$ cat src/rtl/arr_loader_16_if.sv
// arr_loader_16_if -- handshake bundle between an element producer, the frame
// loader and the downstream min-finder.
//   in_valid/in_data/in_last : upstream beat (4-bit element, frame-end flag)
//   in_ready                 : loader accepts a beat this cycle
//   arr_out/count_out        : packed 16x4-bit frame and its real element count
//   arr_valid/arr_ack        : frame presented / frame consumed
// slave  : the loader's view.
// master : the environment's view (producer plus consumer).
interface arr_loader_16_if;
    logic        in_valid;
    logic [3:0]  in_data;
    logic        in_last;
    logic        in_ready;
    logic [63:0] arr_out;
    logic [4:0]  count_out;
    logic        arr_valid;
    logic        arr_ack;

    modport slave (
        input  in_valid, in_data, in_last, arr_ack,
        output in_ready, arr_out, count_out, arr_valid
    );

    modport master (
        output in_valid, in_data, in_last, arr_ack,
        input  in_ready, arr_out, count_out, arr_valid
    );
endinterface

$ cat src/rtl/arr_loader_16.sv
// arr_loader_16 -- collects up to 16 four-bit elements into a packed frame for
// a 16-input min-finder. Unused slots read as 4'hF so they never win a minimum.
// A frame closes on a beat with in_last or on the 16th beat, is presented until
// arr_ack, and the loader then returns to collecting with a cleared array.
// Ports:
//   clk   : rising-edge clock
//   rst_n : synchronous active-low reset
//   bus   : arr_loader_16_if.slave (see interface header for signal roles)
module arr_loader_16 (
    input  logic                 clk,
    input  logic                 rst_n,
    arr_loader_16_if.slave       bus
);

    typedef enum logic {
        FILL = 1'b0,
        HOLD = 1'b1
    } state_t;

    state_t      state;
    logic [4:0]  wr_ptr;
    logic [3:0]  elems [16];
    logic [4:0]  count_q;
    logic        valid_q;
    logic        ready_q;

    // NOTE: the element store is reset (to 4'hF) because padding must be
    // visible on arr_out from the first FILL cycle; it is only 64 flops.
    always_ff @(posedge clk) begin
        if (!rst_n) begin
            state   <= FILL;
            wr_ptr  <= 5'd0;
            count_q <= 5'd0;
            valid_q <= 1'b0;
            ready_q <= 1'b1;
            for (int k = 0; k < 16; k++) elems[k] <= 4'hF;
        end else begin
            case (state)
                FILL: begin
                    // in_ready is 1 throughout FILL, so in_valid alone accepts.
                    if (bus.in_valid) begin
                        elems[wr_ptr[3:0]] <= bus.in_data;
                        wr_ptr             <= wr_ptr + 5'd1;
                        // wr_ptr==15 here means this is the 16th beat.
                        if (bus.in_last || wr_ptr == 5'd15) begin
                            state   <= HOLD;
                            count_q <= wr_ptr + 5'd1;
                            valid_q <= 1'b1;
                            ready_q <= 1'b0;
                        end
                    end
                end
                HOLD: begin
                    if (bus.arr_ack) begin
                        state   <= FILL;
                        wr_ptr  <= 5'd0;
                        count_q <= 5'd0;
                        valid_q <= 1'b0;
                        ready_q <= 1'b1;
                        for (int k = 0; k < 16; k++) elems[k] <= 4'hF;
                    end
                end
                default: begin
                    state <= FILL;
                end
            endcase
        end
    end

    // Pack the element store: element k lands on bits [4k+3:4k].
    // NOTE: the combinational packer assigns a default before the loop so no
    // bit can be left unassigned and inferred as a latch.
    always_comb begin
        bus.arr_out = '1;
        for (int k = 0; k < 16; k++) begin
            bus.arr_out[4*k +: 4] = elems[k];
        end
    end

    assign bus.in_ready  = ready_q;
    assign bus.arr_valid = valid_q;
    assign bus.count_out = count_q;

endmodule
$ cat src/flat_wrapper.sv
// flat-port wrapper written by rule: the top's interface ports become plain ports
module arr_loader_16_flat 
  (clk, rst_n, bus_in_valid, bus_in_data, bus_in_last, bus_arr_ack, bus_in_ready, bus_arr_out, bus_count_out, bus_arr_valid);
  arr_loader_16_if bus_i ();
  input  logic clk;
  input  logic rst_n;
  input wire logic [$bits(bus_i.in_valid)-1:0] bus_in_valid;
  input wire logic [$bits(bus_i.in_data)-1:0] bus_in_data;
  input wire logic [$bits(bus_i.in_last)-1:0] bus_in_last;
  input wire logic [$bits(bus_i.arr_ack)-1:0] bus_arr_ack;
  output wire logic [$bits(bus_i.in_ready)-1:0] bus_in_ready;
  output wire logic [$bits(bus_i.arr_out)-1:0] bus_arr_out;
  output wire logic [$bits(bus_i.count_out)-1:0] bus_count_out;
  output wire logic [$bits(bus_i.arr_valid)-1:0] bus_arr_valid;
  assign bus_i.in_valid = bus_in_valid;
  assign bus_i.in_data = bus_in_data;
  assign bus_i.in_last = bus_in_last;
  assign bus_i.arr_ack = bus_arr_ack;
  assign bus_in_ready = bus_i.in_ready;
  assign bus_arr_out = bus_i.arr_out;
  assign bus_count_out = bus_i.count_out;
  assign bus_arr_valid = bus_i.arr_valid;
  arr_loader_16 u_core (.clk(clk), .rst_n(rst_n), .bus(bus_i));
endmodule
$ cat config.mk
export PLATFORM = sky130hd
export DESIGN_NAME = arr_loader_16_flat
export DESIGN_NICKNAME = d
export VERILOG_FILES = /design/src/rtl/arr_loader_16_if.sv /design/src/rtl/arr_loader_16.sv /design/src/flat_wrapper.sv
export SDC_FILE = /design/constraint.sdc
export NUM_CORES = 1
export LEC_CHECK = 0
export CORE_ASPECT_RATIO = 0.9
export CORE_MARGIN = 2
export CORE_UTILIZATION = 25
export CTS_CLUSTER_DIAMETER = 80
export DETAILED_ROUTE_END_ITERATION = 10
export SYNTH_ARGS = -nofsm -noshare
export SYNTH_HDL_FRONTEND = slang
export SYNTH_SLANG_ARGS = --single-unit
$ cat constraint.sdc
create_clock -name clk -period 1.7 [get_ports clk]
set_input_delay 0.34 -clock clk [delete_from_list [all_inputs] [get_ports clk]]
set_output_delay 0.34 -clock clk [all_outputs]
set_load 0.01 [all_outputs]
==> flow_summary.yaml, run 1 <==
clock_tree:
  holdBufCountCts: 0
  cts_buffers: 9
  htreeDepth: 3
  root_buffer: "clkbuf_16"
  clock_latency_ns: 0.32
  cts.sinks: 77
  tritoncts: "done"
  clk_pin_slew_ns: 0.06
  clockBufferDepth: 2
placement:
  numPortBuffers: 79
  place_ws_ns: -0.356
  placed_area_um2: 4510
  dpl.hpwl_um: 5620
  gp_congestion: 0.785
die:
  fp.dieArea_um2: 13900
  rows: 39
  start_util_pct: 25.6
  fp.dieW_um: 124
  core_area_um2: 12700
  boundaryPins: 80
  die_y_um: 112
timing:
  skew_ns: 0.00634
  hold_viol: 0
  setup_viol: 0
  drv_slew: 0
  setup_ws_ns: 0.0964
  timing.final.crit_share_pct: 94.3
  min_period_ns: 1.60
  whs_ns: 0.467
  rsz0062_at_grt: "false"
  worstMarginPinSlew_ns: 0.397
  max_freq_mhz: 624
  timing.slew.headroom_pct: 73.4
  tns_ns: 0
global_route:
  grt_start_max_net_pins: 21
  grt_usage_pct: 11.8
  overflow: 0
  grt_pass1_vias: 2294
  grt_pass1_wl_um: 12200
  antenna_found_initial: 0
power:
  power.internal_mw: 3.36
  p_sw_mw: 0.925
  p_leak_nw: 1.51
  vdd_drop_max_mv: 0.518
  switching_share_pct: 21.6
  pwr-share-comb_pct: 8.2
  power.density_nw_per_um2: 882
  power_frac_clock_pct: 43.2
  seqPwrFrac_pct: 48.6
synth:
  ys_async_sr_fraction_pct: 0
  synth_top_area_cell: "edfxtp_1"
  mappedNetlistNets: 264
  synth-edff-count: 64
  ys_seq_area_share_pct: 67.3
  synth.distinct_cells: 40
  ys_ff_latch: 77
  synth_warnings: 0
  synth_cells: 250
  synthTopCellsByCount: "64 x edfxtp_1, 53 x or3_1, 16 x clkbuf_1, 16 x nand2b_1, 16 x o21ai_0"
  synth_ff_type: "edfxtp_1"
  netlist_area_um2: 3240
  avgSynthCellArea_um2: 13.0
  synthTopCellsByArea: "edfxtp_1 59%, or3_1 10%, dfxtp_1 8.0%, nand2b_1 3.1%, o21ai_0 2.5%"
  yosysMostFrequentCell: "edfxtp_1"
  synth_top_area_share_pct: 59.2
setup_path:
  rr_startpoint: "u_core.state"
  critPathArrivalTime_ns: 1.64
  rrSetupSlack_ns: 0.1
  r2r_end: "u_core.elems[10][3]"
  cp-end-kind: "flip-flop"
  critical_path_required_ns: 1.74
  rr_worst_depth: 4
  startpoint_type: "flip-flop"
  crit_type: "reg -> reg"
  critPathMaxFanout: 15
min_path:
  worstHoldStart: "u_core.bus.in_ready"
  min_path_type: "reg -> reg"
  whs_path_depth: 2
  min_to: "u_core.bus.in_ready"
layout:
  diodes: 0
  syn_to_final_growth_pct: 49.7
  final_nets: 383
  drive_above_1_share_pct: 21.4
  nFillCells: 1232
  postLayoutCellArea_um2: 4860
route:
  wl_um: 7990
  drtIter0Drc: 114
  first_pass_iters: 4
  vias_per_cell: 4.32
  ant_nets: 0
  wl_per_cell_um: 14.9
  vias: 2325
  drc: 0
job:
  max-cap-violations: 0
status:
  status: "complete, no violations"
power groups by stage:
stage	combinational, mW	clock (mW)	sequential [mW]
global route	0.386	1.96	2.08
finish	0.351	1.85	2.08
CTS	0.347	1.88	2.08
detailed placement	0.343	0	2.12
global placement	0.335	0	2.12
floorplan	0.145	0	2.13
worst max-delay path, cell delays in order, from the launching register on:
cell,delay (ns)
dfxtp_1,0.37
nand2b_4,0.16
or3b_4,0.46
o21ai_0,0.17
buf_4,0.15
state kept, by name, summed over array words and instances (netlist names):
name and flops:
u_core.bus.arr_valid 1, u_core.bus.count_out 5, u_core.bus.in_ready 1, u_core.elems 64
u_core.state 1, u_core.wr_ptr 5
repair_timing:
| item | CTS | global route |
|---|---|---|
| gates cloned | 0 | 0 |
| setup endpoints to repair | 7 | 47 |
| endpoints found under the hold margin | 0 | 0 |
| gates resized for setup | 3 | 17 |
| setup buffers | 0 | 2 |
| pin swaps | 0 | 2 |
cell families after synthesis:
logic type,Yosys count,share of synthesized area [%]
buffers and inverters,26,3.47
multiplexers,4,1.23
adder cells (fa/ha/maj),5,1.93
AND/OR/NAND/NOR,104,19.6
flip-flops,77,67.3
AO/OA/AOI/OAI,32,6.02
XOR/XNOR,2,0.540
layer usage:
metal	vias up	GRT usage, %	part of all wire (%)
li1	1163	-	-
met2	44	19.1	50
met3	2	3.00	4.3
met1	1116	15.3	45
met5	-	0	0
met4	0	3.82	0.55
cell usage in the layout, fill, tap and decap left out, types with 2 or more instances in the layout:
cell / count
mux2i_1: 4
edfxtp_1: 64
nor2_1: 4
or3_1: 53
a21oi_1: 4
buf_4: 50
o21ai_1: 5
o211ai_1: 4
nand3_1: 6
o21ai_0: 11
nor2b_1: 2
clkdlybuf4s50_1: 78
dfxtp_2: 3
nand3b_1: 2
inv_2: 2
nand2b_4: 2
ha_2: 2
nand2b_1: 15
and3b_1: 2
clkbuf_16: 9
clkinvlp_4: 3
dfxtp_1: 10
clkinv_2: 2
ha_1: 3
inv_1: 2
nand2_1: 7
per-stage QoR:
step / utilization (%) / power [mW] / cells
5_1_grt: 38.3 / 4.43 / 538
3_3_place_gp: 35.6 / 2.46 / 520
2_1_floorplan: - / 2.27 / 250
3_5_place_dp: 35.6 / 2.46 / 520
6_report: 38.3 / 4.28 / 538
4_1_cts: 37.9 / 4.31 / 536
worst max path at each step:
stage / start / slack, ns / to
final: u_core.state / 0.1 / u_core.elems[10][3]
after global routing: u_core.state / 0.002 / u_core.elems[10][3]
after CTS: u_core.wr_ptr[0] / 0.02 / u_core.bus.count_out[1]
after detailed placement: rst_n / -0.36 / u_core.elems[15][1]
after global placement: rst_n / -0.34 / u_core.elems[15][2]
after floorplan: u_core.wr_ptr[3] / -0.05 / u_core.elems[9][0]
layout make-up:
| type | count | area [um^2] | share of cell area (%) |
|---|---|---|---|
| multi-input combinational | 147 | 978 | 20.1 |
| timing repair buffer | 130 | 1180 | 24.3 |
| clock buffer | 9 | 225 | 4.64 |
| clock inverter | 7 | 66.3 | 1.37 |
| inverter | 4 | 15.0 | 0.309 |
| sequential | 77 | 2190 | 45.0 |
| tap | 164 | 205 | 4.23 |
No activity file was read; power rests on OpenSTA's default activity.
==> inputs of run 2 (changes only) <==
--- a/config.mk
+++ b/config.mk
@@ -6,10 +6,11 @@
 export NUM_CORES = 1
 export LEC_CHECK = 0
 export CORE_ASPECT_RATIO = 0.9
-export CORE_MARGIN = 2
+export CORE_MARGIN = 5
 export CORE_UTILIZATION = 25
 export CTS_CLUSTER_DIAMETER = 80
 export DETAILED_ROUTE_END_ITERATION = 10
+export PLACE_DENSITY = 0.44
 export SYNTH_ARGS = -nofsm -noshare
 export SYNTH_HDL_FRONTEND = slang
 export SYNTH_SLANG_ARGS = --single-unit
==> constraint.sdc (replaced) <==
create_clock -name clk -period 1.5 [get_ports clk]
set_input_delay 0.3 -clock clk [delete_from_list [all_inputs] [get_ports clk]]
set_output_delay 0.3 -clock clk [all_outputs]
set_load 0.01 [all_outputs]
==> flow_summary.yaml, run 2 (synthesis results as in run 1) <==
status:
  status: "complete, no violations"
layout:
  final_nets: 384
  syn_to_final_growth_pct: 54.8
  diodes: 0
  final_common_cell: "edfxtp_1"
  regArea_um2: 2200
  drive_above_1_share_pct: 26.2
  postLayoutCoreUtil_pct: 39.6
  regMostFlops: "u_core.elems"
  final_cell_mix: "64 x edfxtp_1, 52 x or3_1, 50 x dlygate4sd2_1"
  multi_input_area_um2: 1110
  nFillCells: 1240
  largest_reg_flops: 64
clock_tree:
  root_buffer: "clkbuf_16"
  holdBufCountCts: 0
  clk_pin_slew_ns: 0.06
  cts.sinks: 77
  clockBufferDepth: 2
  clock_latency_ns: 0.32
  htreeDepth: 3
  cts_buffers: 9
  tritoncts: "done"
global_route:
  overflow: 0
  grt_pass1_vias: 2349
  grt_pass1_wl_um: 13100
  grt_start_max_net_pins: 21
  grt_usage_pct: 11.1
  antenna_found_initial: 0
timing:
  rsz0062_at_grt: "true"
  timing.slew.headroom_pct: 82.0
  drv_slew: 0
  hold_viol: 0
  worstMarginPinSlew_ns: 0.266
  setup_viol: 0
  max_freq_mhz: 669
  timing.final.crit_share_pct: 99.7
  skew_ns: 0.00536
  min_period_ns: 1.50
placement:
  dpl.hpwl_um: 6050
  gp_congestion: 0.705
  numPortBuffers: 79
min_path:
  min_path_type: "reg -> reg"
route:
  vias_per_cell: 4.34
  drc: 0
  first_pass_iters: 4
  wl_um: 8400
  drtIter0Drc: 147
  wl_per_cell_um: 15.6
  vias: 2336
  ant_nets: 0
setup_path:
  startpoint_type: "flip-flop"
  crit_type: "reg -> reg"
  critical_path_required_ns: 1.57
  critPathArrivalTime_ns: 1.56
  cp-end-kind: "flip-flop"
  cpLargestDelayFamily: "simple AND/OR/NAND/NOR gates"
  crit_chain: "nand2b_4 > or3b_4 > or3_1"
  crit_buf_inv: 0
  cpPeakStageDelay_ns: 0.44
  slowest_stage: "or3b_4"
  critPathMaxFanout: 7
power:
  vdd_drop_max_mv: 0.498
  power.density_nw_per_um2: 1000
  p_leak_nw: 1.49
  total_power_mw: 5.04
die:
  die_y_um: 118
  start_util_pct: 25.6
  core_area_um2: 12700
  fp.dieArea_um2: 15400
  rows: 39
  boundaryPins: 80
  fp.dieW_um: 130
job:
  max-cap-violations: 0
run 2: cell types whose count changed in the layout (fill, tap and decap cells not counted), moves of 4 or more:
| cell | change |
|---|---|
| buf_4 | -4 |
| clkdlybuf4s50_1 | -72 |
| dlygate4sd2_1 | +50 |
| dlymetal6s2s_1 | +22 |
| o21ai_0 | -6 |
| o21ai_2 | +7 |
run 2: where the power goes:
group | leakage [nW] | switching (mW) | internal (mW) | total (mW)
Sequential | 0.555 | 0.0198 | 2.34 | 2.36
Combinational | 0.785 | 0.226 | 0.190 | 0.416
Clock | 0.149 | 0.817 | 1.45 | 2.26
run 2: metrics by stage:
stage	worst slack, ns	hold WS (ns)	cell area [um^2]	TNS, ns	instances
after global routing	-0.0487	0.483	5020	-0.324	538
after detailed placement	-0.466	0.455	4600	-49.82	520
after CTS	0.000299	0.469	4920	0	537
after floorplan	-0.0810	0.456	3330	-2.07	250
after global placement	-0.444	0.456	4600	-48.00	520
final	0.00473	0.464	5020	0	538
run 2: worst min-delay path: stages (launching register included):
cell     delay [ns]
dfxtp_1        0.31
nand2_1        0.05
mux2i_1        0.05
run 2: repair_timing:
item	in CTS	in global routing
buffers inserted	1	0
gates cloned	1	1
gates resized for setup	65	37
pin swaps	2	6
setup endpoints to repair	132	122
run 2: path summary, 6_finish.rpt:
check                                             start                       to  slack [ns]  cells after the start
worst max-delay path                       u_core.state       u_core.elems[9][0]       0.005                      3
worst max register to register             u_core.state       u_core.elems[9][0]       0.005                      3
worst min-delay path            u_core.bus.count_out[3]  u_core.bus.count_out[3]        0.46                      2
worst min register to register  u_core.bus.count_out[3]  u_core.bus.count_out[3]        0.46                      2
run 2: layer usage:
layer | track usage, % | share of wire [%] | vias to the layer above
li1 | - | - | 1171
met1 | 14.9 | 47 | 1109
met2 | 17.5 | 47 | 48
met3 | 3.18 | 4.8 | 8
met4 | 2.53 | 0.96 | 0
met5 | 0 | 0 | -
run 2: layout make-up:
| type | count | share of cell area, % |
|---|---|---|
| Tap cell | 164 | 4.08 |
| Clock inverter | 6 | 1.77 |
| Inverter | 4 | 0.399 |
| Timing Repair Buffer | 129 | 23.4 |
| Clock buffer | 9 | 4.48 |
| Sequential cell | 77 | 43.7 |
| Multi-Input combinational cell | 149 | 22.1 |
